===== src/rtl/bincnt_pkg.sv =====
// Shared types and helpers for the serial population-count controller.
package bincnt_pkg;

  typedef enum logic [1:0] {
    IDLE = 2'd0,
    RUN  = 2'd1,
    DONE = 2'd2
  } state_t;

  // Number of 4-bit chunks in a word.
  function automatic int nchunk_of(input int width);
    return width / 4;
  endfunction

  // Count width: enough bits to hold the value WIDTH itself.
  function automatic int cw_of(input int width);
    return $clog2(width + 1);
  endfunction

  // Chunk index width, never below one bit (WIDTH=4 has a single chunk).
  function automatic int idxw_of(input int nchunk);
    return (nchunk > 1) ? $clog2(nchunk) : 1;
  endfunction

  // Thermometer (filled from the MSB) to binary count, 0..4.
  function automatic logic [2:0] t2b(input logic [3:0] y);
    logic [2:0] cnt;
    cnt[2] = y[0];
    cnt[1] = y[2] & ~y[0];
    cnt[0] = ^y;
    return cnt;
  endfunction

endpackage


===== src/rtl/sorter4b.sv =====
// 4-input bit sorter: pushes all ones toward the MSB (y[3]=OR, y[0]=AND).
module sorter4b (
  input  logic [3:0] x,
  output logic [3:0] y
);

  logic hi01, lo01, hi23, lo23, mid_hi, mid_lo;

  // Compare-exchange network: sort pairs, merge extremes, then fix the middle.
  always_comb begin
    hi01   = x[0] | x[1];
    lo01   = x[0] & x[1];
    hi23   = x[2] | x[3];
    lo23   = x[2] & x[3];
    mid_hi = hi01 & hi23;
    mid_lo = lo01 | lo23;
    y[3]   = hi01 | hi23;
    y[2]   = mid_hi | mid_lo;
    y[1]   = mid_hi & mid_lo;
    y[0]   = lo01 & lo23;
  end

endmodule


===== src/rtl/bincnt_seq.sv =====
// Serial popcount: one shared sorter4b counts a WIDTH-bit word 4 bits per cycle.
module bincnt_seq
  import bincnt_pkg::*;
#(
  parameter  int WIDTH = 16,
  localparam int CW    = cw_of(WIDTH)
) (
  input  logic             clk,
  input  logic             rst_n,
  input  logic             abort,
  input  logic             in_valid,
  output logic             in_ready,
  input  logic [WIDTH-1:0] in_data,
  output logic             out_valid,
  input  logic             out_ready,
  output logic [CW-1:0]    out_count,
  output logic             busy
);

  localparam int NCHUNK = nchunk_of(WIDTH);
  localparam int IW     = idxw_of(NCHUNK);

  if ((WIDTH % 4) != 0 || WIDTH < 4) begin : g_width_check
    $error("bincnt_seq: WIDTH must be a multiple of 4 and at least 4");
  end

  state_t           state_q, state_d;
  logic [WIDTH-1:0] shreg_q, shreg_d;
  logic [CW-1:0]    acc_q, acc_d;
  logic [IW-1:0]    idx_q, idx_d;
  logic [CW-1:0]    out_count_q, out_count_d;

  logic [3:0]       sort_y;
  logic [CW-1:0]    sum;

  sorter4b u_sorter (
    .x (shreg_q[3:0]),
    .y (sort_y)
  );

  // Running total including the chunk currently at the bottom of the shift register.
  assign sum = acc_q + CW'(t2b(sort_y));

  // Next-state logic: accept in IDLE, one chunk per cycle in RUN, hold in DONE.
  always_comb begin
    state_d     = state_q;
    shreg_d     = shreg_q;
    acc_d       = acc_q;
    idx_d       = idx_q;
    out_count_d = out_count_q;
    if (abort) begin
      state_d = IDLE;
      acc_d   = '0;
    end else begin
      case (state_q)
        IDLE: begin
          if (in_valid) begin
            shreg_d = in_data;
            acc_d   = '0;
            idx_d   = '0;
            state_d = RUN;
          end
        end
        RUN: begin
          acc_d   = sum;
          shreg_d = shreg_q >> 4;
          idx_d   = idx_q + IW'(1);
          if (idx_q == IW'(NCHUNK - 1)) begin
            out_count_d = sum;
            idx_d       = '0;
            state_d     = DONE;
          end
        end
        DONE: begin
          if (out_ready) state_d = IDLE;
        end
        default: state_d = IDLE;
      endcase
    end
  end

  // State and datapath registers.
  always_ff @(posedge clk or negedge rst_n) begin
    if (!rst_n) begin
      state_q     <= IDLE;
      shreg_q     <= '0;
      acc_q       <= '0;
      idx_q       <= '0;
      out_count_q <= '0;
    end else begin
      state_q     <= state_d;
      shreg_q     <= shreg_d;
      acc_q       <= acc_d;
      idx_q       <= idx_d;
      out_count_q <= out_count_d;
    end
  end

  assign in_ready  = (state_q == IDLE);
  assign out_valid = (state_q == DONE);
  assign busy      = (state_q == RUN) || (state_q == DONE);
  assign out_count = out_count_q;

endmodule


===== config.mk =====
export PLATFORM = sky130hd
export DESIGN_NAME = bincnt_seq
export DESIGN_NICKNAME = d
export VERILOG_FILES = /design/src/rtl/bincnt_pkg.sv /design/src/rtl/sorter4b.sv /design/src/rtl/bincnt_seq.sv
export SDC_FILE = /design/constraint.sdc
export NUM_CORES = 1
export LEC_CHECK = 0
export CORE_ASPECT_RATIO = 0.9
export CORE_MARGIN = 8
export CORE_UTILIZATION = 55
export DETAILED_ROUTE_END_ITERATION = 10
export PLACE_DENSITY = 0.86
export RECOVER_POWER = 100
export SYNTH_ARGS = -nofsm -noshare
export SYNTH_HDL_FRONTEND = slang
export SYNTH_SLANG_ARGS = --single-unit

===== constraint.sdc =====
create_clock -name clk -period 4.9 [get_ports clk]
set_input_delay 0.735 -clock clk [delete_from_list [all_inputs] [get_ports clk]]
set_output_delay 0.735 -clock clk [all_outputs]
set_load 0.05 [all_outputs]

==> results of run 1 <==
## power groups by stage
stage | registers (mW) | logic [mW] | clock network (mW)
after floorplan | 0.399 | 0.459 | 0
after global placement | 0.390 | 0.558 | 0
after detailed placement | 0.402 | 0.595 | 0
after CTS | 0.396 | 0.597 | 0.141
after global routing | 0.407 | 0.581 | 0.148
final | 0.395 | 0.527 | 0.137
## path summary, 6_finish.rpt
| check | to | slack, ps | cells past startpoint |
|---|---|---|---|
| max | idx_q[0]$_DFFE_PN0P_ | 1740 | 7 |
| min | out_count[2]$_DFFE_PN0P_ | 480 | 2 |
| max reg2reg | idx_q[0]$_DFFE_PN0P_ | 1740 | 7 |
| min reg2reg | out_count[2]$_DFFE_PN0P_ | 480 | 2 |
| max in group asynchronous | acc_q[1]$_DFFE_PN0P_ | 2670 | 2 |
| min in group asynchronous | out_count[1]$_DFFE_PN0P_ | 1320 | 2 |
## cell usage after synthesis (all sizes together)
cell type / instances
dfrtp: 30
nand2: 22
o21ai: 21
mux2i: 15
buf: 8
ha: 8
inv: 7
nand2b: 7
nor2: 5
nand3: 4
xor2: 4
a21o: 2
or2: 2
xnor2: 2
a21oi: 1
a22oi: 1
a2bb2oi: 1
a31oi: 1
a32o: 1
and2: 1
fa: 1
maj3: 1
mux2: 1
nand4: 1
nand4bb: 1
nor2b: 1
nor3: 1
o221ai: 1
o2bb2a: 1
o31ai: 1
## kinds of logic (layout without fill, tap and decap cells)
family / Yosys count / count (layout) / synth area share [%]
AND/OR/NAND/NOR: 45 / 45 / 13.2
AO/OA/AOI/OAI: 31 / 31 / 14.8
flip-flops: 30 / 30 / 45.5
multiplexers: 16 / 16 / 10.0
buffers and inverters: 15 / 44 / 5.53
adder cells (fa/ha/maj): 10 / 10 / 7.88
XOR/XNOR: 6 / 6 / 3.18
## placed cells by master, fill, tap and decap left out, types with 2 or more instances in the layout
| cell type | n |
|---|---|
| a21o_1 | 2 |
| clkbuf_1 | 2 |
| clkbuf_4 | 5 |
| clkdlybuf4s50_1 | 19 |
| clkinv_2 | 2 |
| dfrtp_1 | 30 |
| dlygate4sd3_1 | 9 |
| ha_1 | 8 |
| inv_1 | 7 |
| mux2i_1 | 15 |
| nand2_1 | 22 |
| nand2b_1 | 7 |
| nand3_1 | 4 |
| nor2_1 | 5 |
| o21ai_0 | 20 |
| xnor2_1 | 2 |
| xor2_1 | 4 |
## flip-flops by register name, indices dropped and copies added (netlist names)
register and count:
shreg_q 16, out_count 5, idx_q 2, acc_q 5, state_q 2
## worst max-delay path: stages (launching register included)
cell      delay [ps]
dfrtp_1          420
inv_1            110
ha_1             880
mux2i_1          380
or2_1            310
clkbuf_1         510
nor3_1           360
a21o_1           130
## per-layer routing
layer	track usage, %	vias to the layer above	share of wire, %
met2	27.5	20	52
met1	15.7	594	41
met4	9.95	0	2.8
li1	-	578	-
met5	0	-	0
met3	4.39	11	3.6
## cell type report
type,instances,area (um2)
well taps,42,52.6
multi-input cells,108,744
repair buffers,30,288
fillers,280,1040
clock inverters,2,10.0
inverters,7,26.3
flip-flops and latches,30,751
clock buffers,5,37.5
## per-stage QoR
stage / util (%) / total power, mW / setup slack, ps / area [um2]
floorplan: - / 0.858 / 2850 / 1650
global placement: 65.6 / 0.948 / 2450 / 1930
detailed placement: 65.6 / 0.997 / 2300 / 1930
CTS: 67.2 / 1.13 / 2220 / 1980
global route: 64.8 / 1.14 / 1420 / 1910
finish: 64.8 / 1.06 / 1740 / 1910
==> results.cfg, run 1 <==
[floorplan]
ios = 29
fp.dieArea_um2 = 5010
die_h_um = 68.0
coreArea_um2 = 2950
rows = 19
initial_core_util_pct = 56.0
die_w_um = 73.8

[detailed_routing]
firstDrtPassIters = 4
wl_per_cell_um = 15.4
drc = 0
num_vias = 1203
postRouteAntennaNets = 0
drt-total-wl_um = 3440
post_drt_via_cell_ratio = 5.37
drt-initial-drc-count = 50

[min_path]
hp-start = out_count[2]$_DFFE_PN0P_
holdCritPathClass = reg2reg

[place]
gpl.final_weighted_congestion = 0.812
dp.cells = 217
port-buffer-count = 28
hpwl_um = 2570

[cts]
cts_tree = yes
cts_resized = 0
ctsRootBufferMaster = clkbuf_4
cts_hold_buffers = 0
clock_latency_ps = 330
cts.htree.levels = 2
clkSlewWorstSetupHoldPaths_ps = 90
cts_made_buffers = 5
cts_sinks = 30
clockBufferDepth = 2
post-cts-setup-buffers = 0

[power]
seq_power_share_pct = 37.4
power.internal_mw = 0.600
p_sw_share_pct = 43.3
p_per_area_nw_per_um2 = 554
ir_drop_uv = 280
clkPwrFrac_pct = 12.9
p_sw_mw = 0.458
combinationalPowerShare_pct = 49.7
p_leak_nw = 0.890

[sta]
period_share_pct = 64.5
fin_crit_ps = 3160
worstMarginPinSlew_ps = 1580
fin_skew_ps = 5.37
fmax_mhz = 316
relSlewSlack_pct = -5.32
setup_tns_ps = 0
grt_setup_unrepaired = no
finalSetupViolCount = 0
holdWs_ps = 477
maxSlewViolCount = 31
final_hold_viol_count = 0

[setup_path]
start_kind = flip-flop
end_kind = flip-flop
crit_arrival_ps = 3430
reg2reg_from = state_q[1]$_DFFE_PN0P_
critPathRequiredTime_ps = 5170
crit_start = state_q[1]$_DFFE_PN0P_
crit_fanout = 35
path_class = reg2reg

[yosys]
syn_nets = 183
synth.largest_area_cell = dfrtp_1
ys_warn_count = 0
ys_seq_area_share_pct = 45.5
synthCells = 153
ys_ff_latch = 30
synthTopCellsByArea = dfrtp_1 (45%), mux2i_1 (8.5%), o21ai_2 (8.5%)
syn-cell-area_um2 = 1650
synth_top_area_share_pct = 45.5
syn_avg_cell_area_um2 = 10.8
ys_types = 34

[finish]
diodes = 0
finalNonFillerCells = 224
nets = 212
syn_to_final_growth_pct = 15.6
layout-drive-gt1-share_pct = 5.49

[global_route]
antenna_found_initial = 0
grt.total_usage_pct = 15.4
grt_max_degree = 36
grt_pass1_wl_um = 5820
grt_pass1_vias = 1291
grt_overflow = 0

[run]
max_cap_violations = 1

[outcome]
violations = capacitance limit, slew limit
status = finished with violations
(Power assumes the default switching activity.)
==> run 2, diff against run 1 <==
--- a/config.mk
+++ b/config.mk
@@ -7,9 +7,9 @@
 export LEC_CHECK = 0
 export CORE_ASPECT_RATIO = 0.9
 export CORE_MARGIN = 8
-export CORE_UTILIZATION = 55
+export CORE_UTILIZATION = 52
 export DETAILED_ROUTE_END_ITERATION = 10
-export PLACE_DENSITY = 0.86
+export PLACE_DENSITY = 0.82
 export RECOVER_POWER = 100
 export SYNTH_ARGS = -nofsm -noshare
 export SYNTH_HDL_FRONTEND = slang
==> constraint.sdc (replaced) <==
create_clock -name clk -period 3.19 [get_ports clk]
set_input_delay 0.4785 -clock clk [delete_from_list [all_inputs] [get_ports clk]]
set_output_delay 0.4785 -clock clk [all_outputs]
set_load 0.05 [all_outputs]
==> run 2 against run 1 <==
Against the previous run: the run still ends with capacitance limit, slew limit left; sequential share of layout area is 0.21 points lower; clock power is 54% higher; via count is 5.4% lower; critical endpoint is now in_ready; largest cell class unchanged.
==> results.cfg, run 2 (synthesis results as in run 1) <==
[finish]
regMostFlops = shreg_q
nets = 213
diodes = 0
fillers = 279
final_cell_mix = dfrtp_1 (30), nand2_1 (22), o21ai_0 (19), clkdlybuf4s50_1 (19), mux2i_1 (15)
syn_to_final_growth_pct = 16.2
final_common_cell = dfrtp_1
layout-drive-gt1-share_pct = 6.01
largest_reg_flops = 16

[global_route]
antenna_found_initial = 0
grt_pass1_vias = 1272
grt_max_degree = 36
grt_overflow = 0
grt.total_usage_pct = 13.9
grt_pass1_wl_um = 5640

[floorplan]
die_h_um = 69.5
initial_core_util_pct = 54.3
die_w_um = 75.4
rows = 19
fp.dieArea_um2 = 5240
ios = 29
coreArea_um2 = 3040

[setup_path]
crit_fanout = 3
start_kind = flip-flop
critPathRequiredTime_ps = 2710
reg2reg_from = state_q[1]$_DFFE_PN0P_
cp_slowest_cell = dlygate4sd3_1
critPathTopFamily = buffers and inverters
max_stage_delay_ps = 890
crit_arrival_ps = 2000
timing.rr.end = idx_q[0]$_DFFE_PN0P_
path_class = reg2out
r2r_cells = 8
critical_path_depth = 3
end_kind = primary output
r2r_setup_slack_ps = 880
cp_cell_sequence = inv_1 -> ha_1 -> dlygate4sd3_1
path_buf_inv = 2

[sta]
setup_tns_ps = 0
grt_setup_unrepaired = no
relSlewSlack_pct = -6.79
finalSetupViolCount = 0
fin_crit_ps = 2470
fmax_mhz = 404
maxSlewViolCount = 31
period_share_pct = 77.6
fin_skew_ps = 8.17
final_hold_viol_count = 0
holdWs_ps = 483
worstMarginPinSlew_ps = 1600

[cts]
clock_latency_ps = 340
clockBufferDepth = 2
cts_hold_buffers = 0
cts_tree = yes
cts.htree.levels = 2
cts_made_buffers = 5
clkSlewWorstSetupHoldPaths_ps = 90
cts_resized = 0
cts_sinks = 30
ctsRootBufferMaster = clkbuf_4
post-cts-setup-buffers = 0

[detailed_routing]
drt-initial-drc-count = 105
firstDrtPassIters = 4
wl_per_cell_um = 14.1
postRouteAntennaNets = 0
drc = 0
post_drt_via_cell_ratio = 5.06
drt-total-wl_um = 3160
num_vias = 1138

[min_path]
whs_path_depth = 2
hp-start = out_count[4]$_DFFE_PN0P_
hold_end = out_count[4]$_DFFE_PN0P_
holdCritPathClass = reg2reg

[outcome]
status = finished with violations
violations = capacitance limit, slew limit

[power]
p_leak_nw = 0.894
ir_drop_uv = 529
p_per_area_nw_per_um2 = 831

[place]
port-buffer-count = 28
gpl.final_weighted_congestion = 0.790
hpwl_um = 2300

[run]
max_cap_violations = 1
[run 2: worst register-to-register path: cells and delay by family, from the launching register on]
family	cells	cell delay, ps
buffers and inverters	3	800
flip-flops	1	390
multiplexers	1	390
AND/OR/NAND/NOR	2	270
adder cells (fa/ha/maj)	1	190
AO/OA/AOI/OAI	1	170
[run 2: per-layer routing]
layer	routed length, um	GRT usage, %
met2	1550	22.8
met3	159	5.06
met1	1380	15.3
met4	72	6.61
met5	0	0
[run 2: through the flow]
| stage | utilization, % | setup slack, ps | power [mW] | std cells | instance area (um2) |
|---|---|---|---|---|---|
| CTS | 65.3 | 733 | 1.71 | 225 | 1990 |
| global route | 63.1 | 624 | 1.74 | 225 | 1920 |
| detailed placement | 63.8 | 964 | 1.50 | 218 | 1940 |
| global placement | 63.8 | 1030 | 1.46 | 218 | 1940 |
| floorplan | - | 1140 | 1.32 | 153 | 1650 |
| finish | 63.1 | 716 | 1.60 | 225 | 1920 |
[run 2: how the worst max path moves through the flow]
stage | startpoint | end
CTS | state_q[0]$_DFFE_PN0P_ | in_ready
global placement | shreg_q[3]$_DFFE_PN0P_ | acc_q[4]$_DFFE_PN0P_
finish | state_q[0]$_DFFE_PN0P_ | in_ready
global route | state_q[1]$_DFFE_PN0P_ | shreg_q[1]$_DFFE_PN0P_
floorplan | shreg_q[0]$_DFFE_PN0P_ | acc_q[3]$_DFFE_PN0P_
detailed placement | shreg_q[0]$_DFFE_PN0P_ | out_count[3]$_DFFE_PN0P_
[run 2: final cells by class]
class	count	area, um2	share of cell area, %
sequential	30	751	39.1
multi-input combinational	108	748	39.0
timing repair buffer	31	297	15.4
tap	42	52.6	2.74
clock buffer	7	45.0	2.35
inverter	7	26.3	1.37
[run 2: where the power goes]
group | switching, mW | internal [mW] | leakage, nW | total (mW)
registers | 0.0933 | 0.509 | 0.393 | 0.603
clock network | 0.128 | 0.0829 | 0.0254 | 0.211
logic | 0.451 | 0.331 | 0.475 | 0.782
total | 0.672 | 0.923 | 0.894 | 1.60
==> run 3, diff against run 2 <==
==> constraint.sdc (replaced) <==
create_clock -name clk -period 2.58 [get_ports clk]
set_input_delay 0.387 -clock clk [delete_from_list [all_inputs] [get_ports clk]]
set_output_delay 0.387 -clock clk [all_outputs]
set_load 0.05 [all_outputs]
==> run 3 against run 2 <==
Against the previous run: core utilization up 0.62 points; critical endpoint is now acc_q[3]$_DFFE_PN0P_; sequential power up 23%; the flow still finishes with violations (capacitance limit, slew limit); first-iteration DRC count down 21%; clock skew up 6.7 ps; sequential share of layout area down 0.38 points; final cell count up 0.44%.
==> results.cfg, run 3 (synthesis results as in run 1) <==
[min_path]
holdCritPathClass = reg2reg

[sta]
period_share_pct = 90.9
setup_tns_ps = 0
holdWs_ps = 485
final_hold_viol_count = 0
relSlewSlack_pct = -6.67
grt_setup_unrepaired = no
worstMarginPinSlew_ps = 1600
fin_skew_ps = 14.9
finalSetupViolCount = 0
maxSlewViolCount = 31
fmax_mhz = 426
fin_crit_ps = 2350

[finish]
layout-drive-gt1-share_pct = 7.61
largest_reg_flops = 16
nets = 213
final_cell_mix = dfrtp_1 (30), nand2_1 (22), clkdlybuf4s50_1 (19)
syn_to_final_growth_pct = 17.3
stdcell_area_um2 = 1940
regMostFlops = shreg_q
final_common_cell = dfrtp_1
diodes = 0

[detailed_routing]
post_drt_via_cell_ratio = 5.28
wl_per_cell_um = 14.4
drt-total-wl_um = 3250
num_vias = 1193
postRouteAntennaNets = 0
firstDrtPassIters = 4
drc = 0
drt-initial-drc-count = 83

[cts]
cts.htree.levels = 2
post-cts-setup-buffers = 0
clkSlewWorstSetupHoldPaths_ps = 100
cts_hold_buffers = 0
cts_tree = yes
ctsRootBufferMaster = clkbuf_4
cts_resized = 0
clockBufferDepth = 2
cts_made_buffers = 5
clock_latency_ps = 330
cts_sinks = 30

[global_route]
grt_pass1_vias = 1286
grt.total_usage_pct = 14.4
antenna_found_initial = 0
grt_pass1_wl_um = 5820
grt_overflow = 0
grt_max_degree = 36

[setup_path]
end_kind = flip-flop
crit_fanout = 5
cp_slowest_cell = dfrtp_1
start_kind = flip-flop
critPathTopFamily = compound AO/OA/AOI/OAI gates
cp_cell_sequence = maj3_1 -> o221ai_1 -> inv_1 -> ha_1 -> a21o_1 -> a21oi_1 -> nand3_1 -> a31oi_1
crit_arrival_ps = 2600
critPathRequiredTime_ps = 2840
max_stage_delay_ps = 450
path_buf_inv = 1
path_class = reg2reg

[power]
ir_drop_uv = 594
p_per_area_nw_per_um2 = 1040
seq_power_share_pct = 36.8
combinationalPowerShare_pct = 48.9
power.internal_mw = 1.18
p_sw_mw = 0.843
p_sw_share_pct = 41.8
p_leak_nw = 0.904
clkPwrFrac_pct = 14.3

[floorplan]
die_h_um = 69.5
rows = 19
coreArea_um2 = 3040
initial_core_util_pct = 54.3
die_w_um = 75.4
ios = 29
fp.dieArea_um2 = 5240

[place]
hpwl_um = 2420
gpl.final_weighted_congestion = 0.812
placed_area_um2 = 1950
port-buffer-count = 28

[outcome]
violations = capacitance limit, slew limit
status = finished with violations

[run]
max_cap_violations = 1
[run 3: stage by stage]
stage | utilization (%) | std cells | total power [mW] | worst slack [ps]
after floorplan | - | 153 | 1.63 | 531
after global placement | 64.2 | 218 | 1.82 | 426
after detailed placement | 64.2 | 218 | 1.88 | 254
after CTS | 66.2 | 226 | 2.17 | 243
after global routing | 63.7 | 226 | 2.20 | 90.5
final | 63.7 | 226 | 2.02 | 234
[run 3: worst min-delay path, stage by stage (launching register included)]
cell and delay, ps:
dfrtp_1 350, nand2_1 40, o21ai_0 60
[run 3: metal layers]
| layer | track usage [%] | vias to the layer above | routed length (um) |
|---|---|---|---|
| li1 | - | 580 | - |
| met1 | 17.0 | 580 | 1430 |
| met2 | 22.7 | 26 | 1620 |
| met3 | 4.91 | 7 | 142 |
| met4 | 6.40 | 0 | 65 |
| met5 | 0 | - | 0 |
[run 3: worst paths after layout]
| check | startpoint | endpoint | slack [ps] | cells past startpoint |
|---|---|---|---|---|
| worst max-delay path | shreg_q[0]$_DFFE_PN0P_ | acc_q[3]$_DFFE_PN0P_ | 230 | 8 |
| worst min-delay path | out_count[1]$_DFFE_PN0P_ | out_count[1]$_DFFE_PN0P_ | 490 | 2 |
| worst max register to register | shreg_q[0]$_DFFE_PN0P_ | acc_q[3]$_DFFE_PN0P_ | 230 | 8 |
| worst min register to register | out_count[1]$_DFFE_PN0P_ | out_count[1]$_DFFE_PN0P_ | 490 | 2 |
| max in group asynchronous | rst_n | idx_q[0]$_DFFE_PN0P_ | 660 | 2 |
| min in group asynchronous | rst_n | out_count[3]$_DFFE_PN0P_ | 980 | 2 |
[run 3: final cells by class]
type / instances / area (um2)
clock buffer: 7 / 55.1
timing repair buffer: 31 / 297
multi-input combinational: 108 / 752
inverter: 7 / 26.3
tap: 42 / 52.6
fill: 291 / 1100
sequential: 30 / 751
clock inverter: 1 / 5.00
[run 3: power groups by stage]
stage / combinational (mW) / sequential [mW] / clock, mW
global route: 1.11 / 0.762 / 0.332
detailed placement: 1.12 / 0.755 / 0
global placement: 1.08 / 0.739 / 0
finish: 0.988 / 0.742 / 0.289
floorplan: 0.872 / 0.757 / 0
CTS: 1.13 / 0.743 / 0.300
